### src/rtl/digit_pair_loader.sv
`default_nettype none
// ============================================================================
//  Module   : digit_pair_loader
//  Purpose  : Captures two BCD digits entered serially with an Enter key,
//             holds them as operands A/B for the downstream swapper, and
//             computes the swap decision. Includes key synchronizers, an
//             inter-digit timeout and a Clear function.
//  Revision : 1.0  initial release
// ============================================================================
module digit_pair_loader #(
    parameter int TIMEOUT_CYCLES = 1000,   // legal range 2..65535
    parameter bit DESCENDING     = 1'b0    // 0: swap when A > B, 1: swap when A < B
) (
    input  logic       clk,
    input  logic       rstN,
    input  logic [3:0] digitIn,
    input  logic       enterKey,
    input  logic       clearKey,
    output logic [3:0] A,
    output logic [3:0] B,
    output logic       toSwap,
    output logic       pairValid,
    output logic       waitingB,
    output logic       errPulse
);

    // Counter only has to reach TIMEOUT_CYCLES-1, so ceil(log2) bits suffice.
    localparam int             CNT_W    = $clog2(TIMEOUT_CYCLES);
    localparam logic [CNT_W-1:0] CNT_LAST = CNT_W'(TIMEOUT_CYCLES - 1);

    typedef enum logic [1:0] {
        S_IDLE   = 2'd0,
        S_WAIT_B = 2'd1,
        S_READY  = 2'd2
    } state_t;

    // Synchronizer and history flops for the two raw keys
    logic enter_s1_q, enter_s2_q, enter_hist_q;
    logic clear_s1_q, clear_s2_q, clear_hist_q;

    logic enter_edge, clear_edge, digit_legal, timeout_hit;

    state_t           state_q, state_d;
    logic [CNT_W-1:0] cnt_q, cnt_d;
    logic [3:0]       a_q, a_d, b_q, b_d;
    logic             toswap_q, toswap_d;
    logic             pvalid_q, pvalid_d;
    logic             waitb_q, waitb_d;
    logic             err_q, err_d;

    // Two-stage synchronizers plus history flop for rising-edge detection
    always_ff @(posedge clk or negedge rstN) begin
        if (!rstN) begin
            enter_s1_q   <= 1'b0;
            enter_s2_q   <= 1'b0;
            enter_hist_q <= 1'b0;
            clear_s1_q   <= 1'b0;
            clear_s2_q   <= 1'b0;
            clear_hist_q <= 1'b0;
        end else begin
            enter_s1_q   <= enterKey;
            enter_s2_q   <= enter_s1_q;
            enter_hist_q <= enter_s2_q;
            clear_s1_q   <= clearKey;
            clear_s2_q   <= clear_s1_q;
            clear_hist_q <= clear_s2_q;
        end
    end

    assign enter_edge  = enter_s2_q & ~enter_hist_q;
    assign clear_edge  = clear_s2_q & ~clear_hist_q;
    assign digit_legal = (digitIn <= 4'd9);
    assign timeout_hit = (cnt_q == CNT_LAST);

    // Next-state and next-output logic; Clear beats Enter, Enter beats timeout
    always_comb begin
        state_d  = state_q;
        cnt_d    = '0;
        a_d      = a_q;
        b_d      = b_q;
        toswap_d = toswap_q;
        pvalid_d = pvalid_q;
        err_d    = 1'b0;

        if (clear_edge) begin
            state_d  = S_IDLE;
            a_d      = 4'd0;
            b_d      = 4'd0;
            toswap_d = 1'b0;
            pvalid_d = 1'b0;
        end else begin
            case (state_q)
                S_IDLE: begin
                    if (enter_edge) begin
                        if (digit_legal) begin
                            a_d      = digitIn;
                            b_d      = 4'd0;
                            toswap_d = 1'b0;
                            pvalid_d = 1'b0;
                            state_d  = S_WAIT_B;
                        end else begin
                            err_d = 1'b1;
                        end
                    end
                end
                S_WAIT_B: begin
                    if (enter_edge && digit_legal) begin
                        b_d      = digitIn;
                        toswap_d = DESCENDING ? (a_q < digitIn) : (a_q > digitIn);
                        pvalid_d = 1'b1;
                        state_d  = S_READY;
                    end else begin
                        // Illegal digit and timeout merge into one error cycle
                        if (enter_edge) begin
                            err_d = 1'b1;
                        end
                        if (timeout_hit) begin
                            err_d   = 1'b1;
                            a_d     = 4'd0;
                            state_d = S_IDLE;
                        end else begin
                            cnt_d = cnt_q + CNT_W'(1);
                        end
                    end
                end
                S_READY: begin
                    // B/toSwap stay frozen; only pairValid drops on a new first digit
                    if (enter_edge) begin
                        if (digit_legal) begin
                            a_d      = digitIn;
                            pvalid_d = 1'b0;
                            state_d  = S_WAIT_B;
                        end else begin
                            err_d = 1'b1;
                        end
                    end
                end
                default: begin
                    state_d = S_IDLE;
                end
            endcase
        end

        waitb_d = (state_d == S_WAIT_B);
    end

    // State, operand and flag registers; every output comes from here
    always_ff @(posedge clk or negedge rstN) begin
        if (!rstN) begin
            state_q  <= S_IDLE;
            cnt_q    <= '0;
            a_q      <= 4'd0;
            b_q      <= 4'd0;
            toswap_q <= 1'b0;
            pvalid_q <= 1'b0;
            waitb_q  <= 1'b0;
            err_q    <= 1'b0;
        end else begin
            state_q  <= state_d;
            cnt_q    <= cnt_d;
            a_q      <= a_d;
            b_q      <= b_d;
            toswap_q <= toswap_d;
            pvalid_q <= pvalid_d;
            waitb_q  <= waitb_d;
            err_q    <= err_d;
        end
    end

    assign A         = a_q;
    assign B         = b_q;
    assign toSwap    = toswap_q;
    assign pairValid = pvalid_q;
    assign waitingB  = waitb_q;
    assign errPulse  = err_q;

endmodule
`default_nettype wire

### config.mk
export PLATFORM = sky130hd
export DESIGN_NAME = digit_pair_loader
export DESIGN_NICKNAME = d
export VERILOG_FILES = /design/src/rtl/digit_pair_loader.sv
export SDC_FILE = /design/constraint.sdc
export NUM_CORES = 1
export LEC_CHECK = 0
export ABC_CLOCK_PERIOD_IN_PS = 1830
export BUFFER_PORTS_ARGS = -buffer_cell sky130_fd_sc_hd__buf_4
export CAP_MARGIN = 20
export CORE_MARGIN = 3
export CORE_UTILIZATION = 55
export CTS_CLUSTER_DIAMETER = 50
export DETAILED_ROUTE_END_ITERATION = 10
export PLACE_DENSITY = 0.84
export RECOVER_POWER = 100
export SYNTH_ARGS = -nofsm -noshare
export SYNTH_HDL_FRONTEND = slang
export SYNTH_SLANG_ARGS = --single-unit
### constraint.sdc
create_clock -name clk -period 1.83 [get_ports clk]
set_input_delay 0.0915 -clock clk [delete_from_list [all_inputs] [get_ports clk]]
set_output_delay 0.0915 -clock clk [all_outputs]
set_load 0.02 [all_outputs]
==> metrics.txt, run 1 <==
clock sink count 30; sequential area share after synthesis 54.69%; area share of and/or/nand/nor cells after synthesis 21.24%; unique cell type count in the Yosys netlist 33; Setup CP Type reg -> reg; Clock transition at path regs 90 ps; Synth area leader dfrtp_1; TritonCTS clock tree built; final hold vios 0; Die Y around 56 µm; xor and xnor area share after synthesis 5.105%; asr flop ratio synth 100.0%; Area contributors post-synth dfrtp_1 55%, ha_1 4.6%, a22o_1 3.2%; Antenna Nets Post-Route 0; status complete, no violations; critical path launch point type register; Layout Nets 168; Post-Synth Adder-Cell Area 4.558%; Post-synth top cells 30 x dfrtp_1, 11 x inv_1, 11 x nand2_1; # IOs 20; drt drc 0; Layout area overhead 14.86%; drt pass-1 iters 4; Final Max Slew Viols 0; Tmin final 1596 ps; full die area 3131 µm²; clk_skew 10.10 ps; first-pass GRT wire length about 4.5 mm; CTS HTree Levels 2; EDFF count, synth 0; Yosys reg bits 30; relative slew slack 51.84%; Core Footprint approximately 2300 µm²; overall routing resource usage 19.13%; largest net degree at the start of global routing 31; vias in the first global route 1026; Setup Buffers After CTS 0; WL final 2.685 mm; Max rail drop VDD 0.0006389 V; post-synthesis cell count 126; DP Cell Count 172; Layout Cells excl Fill 184; Mapped Area 1373 µm²; initial antenna violation count 0; Synth warnings 0; Worst Hold Class in -> reg; CP endpoint kind register; hpwl dp 1.908 mm; Lkg Pwr 0.0007113 µW; critical-path maximum fanout 6; mux contribution to synthesized area 0%; clk_lat worst skew 340 ps; RSZ-0062 raised after global routing false; 1st-iter DRT viols 19; vias per std cell roughly 5.5; count leader, synth dfrtp_1; Pwr Density 853.0 nW/µm²; Worst EP arrival 1880 ps; drt wl/cell around 15 µm; main combinational cell family by area after synthesis simple AND/OR/NAND/NOR gates; Synth Flop Type dfrtp_1; CP startpoint enter_hist_q$_DFF_PN0_; total number of vias 1017; CTS root buffer clkbuf_4; fraction of the mapped netlist area in compound gates 9.754%; cell count of the worst hold path 2; Fillers 199; fin crit share between 80% and 90%; FP Rows 17; Longest Clk Path Bufs 2; area share of the largest cell type after synthesis 54.69%; IO Port Bufs 19; FMAX around 630 MHz; total grt overflow 0; RePlAce Congestion between 0.7 and 0.8; ant diodes 0; Synth Net Count 139; final setup fails 0; syn_area_per_cell roughly 11 µm²; Num CTS Buffers 5; max_cap viols 0; Die X 55.96 µm; Starting Density 59.75%; worst-margin pin slew 722.4 ps; layout cells sized above 1 between 10% and 20%; reg2reg start enter_hist_q$_DFF_PN0_; setup TNS after final layout 0 ps; Worst Path Required 2110 ps; reg2reg path depth 4; Worst Hold Launch digitIn[2]
[sequential cells by signal (all words and copies together), names as in the netlist, 2 cells and up]
signal   flops
B            4
cnt_q       10
A            4
state_q      2
[per-stage QoR]
stage	util (%)	hold slack (ps)	power (µW)	instance area (µm²)	setup WS, ps
floorplan	-	-204.1	883.5	1373	343.0
global placement	66.83	27.47	960.7	1535	204.5
detailed placement	66.83	36.36	973.2	1535	96.24
CTS	71.19	0.8067	1389	1635	99.53
global route	68.63	7.579	1422	1577	108.6
finish	68.63	8.197	1345	1577	234.1
[final timing paths]
check | end | slack (ps)
max | A[1]$_DFFE_PN0P_ | 230
min | A[2]$_DFFE_PN0P_ | 8
max reg2reg | A[1]$_DFFE_PN0P_ | 230
min reg2reg | clear_s2_q$_DFF_PN0_ | 350
max in group asynchronous | cnt_q[6]$_DFF_PN0_ | 1030
min in group asynchronous | A[2]$_DFFE_PN0P_ | 330
[power by group]
part / leakage, µW / switching, µW / internal, µW / total, µW
sequential: 0.000398 / 28.9 / 702 / 731
combinational: 0.000278 / 133 / 78.9 / 212
clock: 0.0000353 / 217 / 186 / 402
total: 0.000711 / 379 / 966 / 1340
[layer usage]
metal / up-vias / GRT usage (%) / part of all wire, %
li1: 483 / - / -
met1: 489 / 21.40 / 43
met2: 39 / 31.76 / 47
met3: 6 / 8.353 / 8.3
met4: 0 / 8.136 / 2.0
met5: - / 0 / 0
[cells by family after synthesis]
logic type | Yosys count
AO/OA/AOI/OAI | 18
buffers and inverters | 13
adder cells (fa/ha/maj) | 5
XOR/XNOR | 8
flip-flops | 30
AND/OR/NAND/NOR | 52
[placed cells by master (no fill, tap or decap), types with 3 or more instances in the layout]
master	netlist	layout
nor2_2	6	4
dlygate4sd3_1	0	4
a22o_1	5	5
buf_4	0	5
ha_1	5	5
dfrtp_1	30	30
xnor2_1	5	5
nor3_1	4	4
a21oi_1	3	3
nand3_1	6	6
nor2_1	9	11
clkbuf_1	0	13
clkbuf_4	0	7
nand4_1	3	3
nand2_1	11	11
inv_1	11	11
xor2_1	3	3
o21ai_0	5	5
[worst max-delay path, cell delays in order, from the launching register on]
cell and delay [ps]:
dfrtp_1 360, nand2b_1 240, or2_2 380, a31oi_1 360, a22o_1 200
[layout make-up]
cell class | instances | area (µm²) | share of cell area (%)
Sequential cell | 30 | 750.7 | 47.62
Timing Repair Buffer | 24 | 142.6 | 9.048
Inverter | 11 | 41.29 | 2.619
Multi-Input combinational cell | 83 | 546.8 | 34.68
Clock inverter | 1 | 5.005 | 0.3175
Tap cell | 28 | 35.03 | 2.222
Clock buffer | 7 | 55.05 | 3.492
[what timing repair did]
item | CTS | global route
resized for setup | 0 | 1
hold buffers | 4 | 0
hold endpoints to repair | 33 | 0
setup endpoints to repair | 0 | 2
Note: power is estimated with default switching activity, not from simulation.
==> run 2, diff against run 1 <==
Settings changed: RECOVER_POWER 100 to default.
==> metrics.txt, run 2 (synthesis results as in run 1) <==
fin crit share 90.07% (+2.9 points); max reg flops 10 (unchanged); Num CTS Buffers 5 (unchanged); most common cell after layout, fill and taps aside dfrtp_1; overall routing resource usage 19.13% (unchanged); largest net degree at the start of global routing 31 (unchanged); IO Port Bufs 19 (unchanged); FP Rows 17 (unchanged); CTS root buffer clkbuf_4; top routing layer in use met4; layout cells sized above 1 26.28% (+9.0 points); Max rail drop VDD 0.0006528 V (+2.2%); Worst Path Required 2110 ps (about the same); Util after Layout 71.30% (+2.7 points); hpwl dp 1.908 mm (unchanged); CP startpoint enter_hist_q$_DFF_PN0_; Starting Density 59.75% (unchanged); kind of cell adding the most delay to the critical path simple AND/OR/NAND/NOR gates; total grt overflow 0 (unchanged); CTS HTree Levels 2 (unchanged); most frequent cells in the layout 30 x dfrtp_1, 20 x buf_4, 11 x inv_1, 11 x nand2_1, 9 x nor2_1; Layout Nets 168 (unchanged); drt drc 0 (unchanged); reg2reg start enter_hist_q$_DFF_PN0_; Die X 55.96 µm (unchanged); Worst Path Buf+Inv 0 (unchanged); CP max stage delay 390 ps (about the same); switching pwr 383.3 µW (+1.3%); Worst Hold Class in -> reg; CP endpoint kind register; Layout Cells excl Fill 184 (unchanged); total number of vias 1004 (-1.3%); Antenna Nets Post-Route 0 (unchanged); final setup fails 0 (unchanged); final hold vios 0 (unchanged); worst-margin pin slew 473.0 ps (-249.3 ps); RSZ-0062 raised after global routing false; clk_lat worst skew 340 ps (about the same); switch share 27.92% (-0.23 points); DP Cell Count 172 (unchanged); WL final 2.632 mm (-2.0%); Longest Clk Path Bufs 2 (unchanged); Worst Hold Launch digitIn[2]; design area 1638 µm² (+3.9%); # IOs 20 (unchanged); Largest Register cnt_q; combinational group share of total power 17.3% (+1.6 points); clk_skew 9.087 ps (-1.014 ps); ant diodes 0 (unchanged); 1st-iter DRT viols 23 (+4); cells along the critical path nand2b_1, or2_2, a31oi_1, a22o_1; status complete, no violations; placed standard-cell area 1535 µm² (unchanged); drt pass-1 iters 4 (unchanged); Layout area overhead 19.33%; sequential power share 53.3% (-1.0 points); post-route met1 wirelength 1.123 mm (-2.8%); Min Hold Slack 7.462 ps (-0.7351 ps); Core Footprint 2297 µm² (unchanged); critical-path maximum fanout 6 (unchanged); Max stage delay cell, worst path or2_2; clock group share of total power 29.4% (-0.5 points); full die area 3131 µm² (unchanged); max_cap viols 0 (unchanged); Final Max Slew Viols 0 (unchanged); Clock transition at path regs 90 ps (about the same); Worst EP arrival 1930 ps (+50 ps); wire length on met3 197 µm (-12%); vias per std cell 5.457 (-1.3%); Setup Buffers After CTS 0 (unchanged); clock sink count 30 (unchanged); TritonCTS clock tree built; FMAX 606.7 MHz (-3.2%); Tmin final 1648 ps (+52.37 ps); initial antenna violation count 0 (unchanged); drt wl/cell 14.30 µm (-2.0%); Pwr Density 838.3 nW/µm² (-1.7%); P_int 989.7 µW (+2.4%); Die Y 55.96 µm (unchanged); Setup CP Type reg -> reg; setup TNS after final layout 0 ps (unchanged); Lkg Pwr 0.0007628 µW (+7.2%); met2 WL 1.257 mm (+0.56%); vias in the first global route 1026 (unchanged); RePlAce Congestion 0.7717 (unchanged); relative slew slack 68.32% (+16 points); first-pass GRT wire length 4.533 mm (unchanged); critical path launch point type register
run 2: final cells by class:
cell class / instances / area [µm²]
timing repair buffer: 24 / 190.2
fill: 181 / 659.4
inverter: 11 / 41.29
multi-input combinational: 83 / 560.5
sequential: 30 / 750.7
clock inverter: 1 / 5.005
clock buffer: 7 / 55.05
tap: 28 / 35.03
run 2: through the flow:
step	setup slack [ps]	power, µW
CTS	99.53	1389
global placement	204.5	960.7
floorplan	343.0	883.5
finish	181.7	1373
detailed placement	96.24	973.2
global route	93.16	1450
run 2: what timing repair did:
item                                    in CTS  in global routing
resized for setup                            0                  1
endpoints found under the hold margin       33                  0
hold buffers                                 4                  0
endpoints found under the setup margin       0                  2
run 2: worst paths after layout:
kind / end / slack (ps) / cells after the start
min reg2reg: clear_s2_q$_DFF_PN0_ / 360 / 0
max: A[1]$_DFFE_PN0P_ / 180 / 4
min in group asynchronous: A[2]$_DFFE_PN0P_ / 200 / 2
min: A[2]$_DFFE_PN0P_ / 7 / 2
max reg2reg: A[1]$_DFFE_PN0P_ / 180 / 4
max in group asynchronous: cnt_q[6]$_DFF_PN0_ / 1350 / 2
run 2: layer usage:
metal,track usage [%],vias up
met5,0,-
met4,8.136,0
met3,8.353,6
met2,31.76,31
met1,21.40,483
li1,-,484
run 2: power by group through the flow:
stage	Clock [µW]	Sequential, µW	Combinational [µW]
after global placement	0	740	221
after global routing	451	738	261
after CTS	420	732	237
after floorplan	0	770	113
after detailed placement	0	744	229
final	404	732	238
run 2: worst reg2reg max path, delay by kind of cell, from the launching register on:
family          cells  cell delay, ps
compound gates      2             580
flops               1             360
simple gates        2             650
==> run 3, diff against run 2 <==
Settings changed: ABC_CLOCK_PERIOD_IN_PS 1830 to 1600, CORE_MARGIN 3 to default, TNS_END_PERCENT from default to 10.
Clock period 1.83 ns to 1.6 ns, I/O delays scaled along.
==> metrics.txt, run 3 (synthesis results as in run 1) <==
status complete, no violations; Starting Density 60.31% (+0.56 points); relative slew slack 75.66% (+7.3 points); Die Y 51.96 µm (-7.1%); TritonCTS clock tree built; Setup Buffers After CTS 0 (unchanged); max reg flops 10 (unchanged); multi-input logic area 565.5 µm² (+0.89%); Worst Slack Setup Final 68.78 ps (-113.0 ps); critical-path maximum fanout 11 (+5); Worst EP arrival 1790 ps (-140 ps); Antenna Nets Post-Route 0 (unchanged); Max rail drop VDD 0.0006651 V (+1.9%); Final Max Slew Viols 0 (unchanged); Tmin final 1531 ps (-117.0 ps); clk_skew 11.12 ps (+2.036 ps); Util after Layout 73.34% (+2.0 points); Setup CP Type reg -> reg; initial antenna violation count 0 (unchanged); placed standard-cell area 1558 µm² (+1.5%); setup TNS after final layout 0 ps (unchanged); fin crit share 95.70% (+5.6 points); full die area 2699 µm² (-14%); overall routing resource usage 22.58% (+3.4 points); worst slack at placement 54.95 ps (-41.29 ps); Clock transition at path regs 90 ps (about the same); IO Port Bufs 19 (unchanged); clk_lat worst skew 330 ps (about the same); RePlAce Congestion 0.7723 (about the same); FP Rows 17 (unchanged); final hold vios 0 (unchanged); total number of vias 1001 (-0.30%); clock sink count 30 (unchanged); Fillers 166 (-8.3%); Layout Nets 171 (+1.8%); total grt overflow 0 (unchanged); max_cap viols 0 (unchanged); final setup fails 0 (unchanged); Pwr Density 943.5 nW/µm² (+13%); register area 750.7 µm² (unchanged); # IOs 20 (unchanged); Worst Hold Class in -> reg; first-pass GRT wire length 4.229 mm (-6.7%); worst-margin pin slew 365.1 ps (-108.0 ps); WL final 2.485 mm (-5.6%); Longest Clk Path Bufs 2 (unchanged); Largest Register cnt_q; Die X 51.96 µm (-7.1%); Num CTS Buffers 5 (unchanged); vias in the first global route 991 (-3.4%); design area 1669 µm² (+1.9%); 1st-iter DRT viols 34 (+48%); ant diodes 0 (unchanged); drt wl/cell 13.29 µm (-7.1%); largest net degree at the start of global routing 31 (unchanged); FMAX 653.1 MHz (+7.6%); Min Hold Slack 14.41 ps (+6.945 ps); CTS HTree Levels 2 (unchanged); layout cells sized above 1 28.30% (+2.0 points); Core Footprint 2276 µm² (-0.93%); CP endpoint kind register; most frequent cells in the layout 30 x dfrtp_1, 22 x buf_4, 11 x inv_1, 11 x nand2_1, 9 x nor2_1; Lkg Pwr 0.0007733 µW (+1.4%); CTS root buffer clkbuf_4; drt drc 0 (unchanged); drt pass-1 iters 4 (unchanged); hpwl dp 1.773 mm (-7.1%); most common cell after layout, fill and taps aside dfrtp_1; Worst Path Required 1860 ps (-250 ps); critical path launch point type register; Layout area overhead 21.60%; vias per std cell 5.353 (-1.9%)
[run 3: cell types whose count changed in the layout (fill, tap and decap cells not counted)]
cell,before,now
nor3_2,0,1
buf_4,20,22
buf_6,0,1
ha_2,0,1
nor3_1,4,3
ha_1,5,4
or3b_4,1,0
or3b_1,0,1
[run 3: metrics by stage]
| stage | total power (µW) | std cells |
|---|---|---|
| after detailed placement | 1118 | 175 |
| after floorplan | 1010 | 126 |
| after global routing | 1652 | 187 |
| after global placement | 1108 | 175 |
| after CTS | 1597 | 187 |
| final | 1575 | 187 |
[run 3: path summary, 6_finish.rpt]
check	from	endpoint	slack [ps]	cells after the start
setup / recovery	cnt_q[0]$_DFF_PN0_	cnt_q[9]$_DFF_PN0_	70	6
hold / removal	digitIn[1]	A[1]$_DFFE_PN0P_	10	2
setup reg to reg	cnt_q[0]$_DFF_PN0_	cnt_q[9]$_DFF_PN0_	70	6
hold reg to reg	enter_s1_q$_DFF_PN0_	enter_s2_q$_DFF_PN0_	340	0
max in group asynchronous	rstN	cnt_q[3]$_DFF_PN0_	1120	2
min in group asynchronous	rstN	A[2]$_DFFE_PN0P_	200	2
[run 3: what timing repair did]
action | in CTS | in global routing
hold buffers | 4 | 0
endpoints found under the hold margin | 34 | 0
gates resized for setup | 0 | 3
endpoints found under the setup margin | 0 | 15
[run 3: area by class of cell]
class	count	share of cell area, %
multi-input combinational	83	33.88
clock buffer	7	3.298
tap	28	2.099
sequential	30	44.98
timing repair buffer	27	12.97
inverter	11	2.474
clock inverter	1	0.2999
[run 3: where the power goes]
group | switching, µW | leakage, µW | internal [µW] | total (µW)
sequential | 32.3 | 0.000398 | 803 | 835
clock | 252 | 0.0000353 | 213 | 464
combinational | 152 | 0.000340 | 123 | 276
total | 436 | 0.000773 | 1140 | 1570
[run 3: worst max-delay path, cell delays in order, from the launching register on]
cell and delay, ps:
dfrtp_1 420, ha_2 210, nand4b_1 130, nor3_2 70, or3b_1 360, buf_6 160
nor2_1 110
[run 3: layer usage]
metal | vias up | track usage, % | part of all wire [%]
met1 | 477 | 26.36 | 44
met4 | 0 | 12.16 | 2.1
met2 | 26 | 36.75 | 49
met3 | 8 | 7.018 | 4.8
met5 | - | 0 | 0
li1 | 490 | - | -
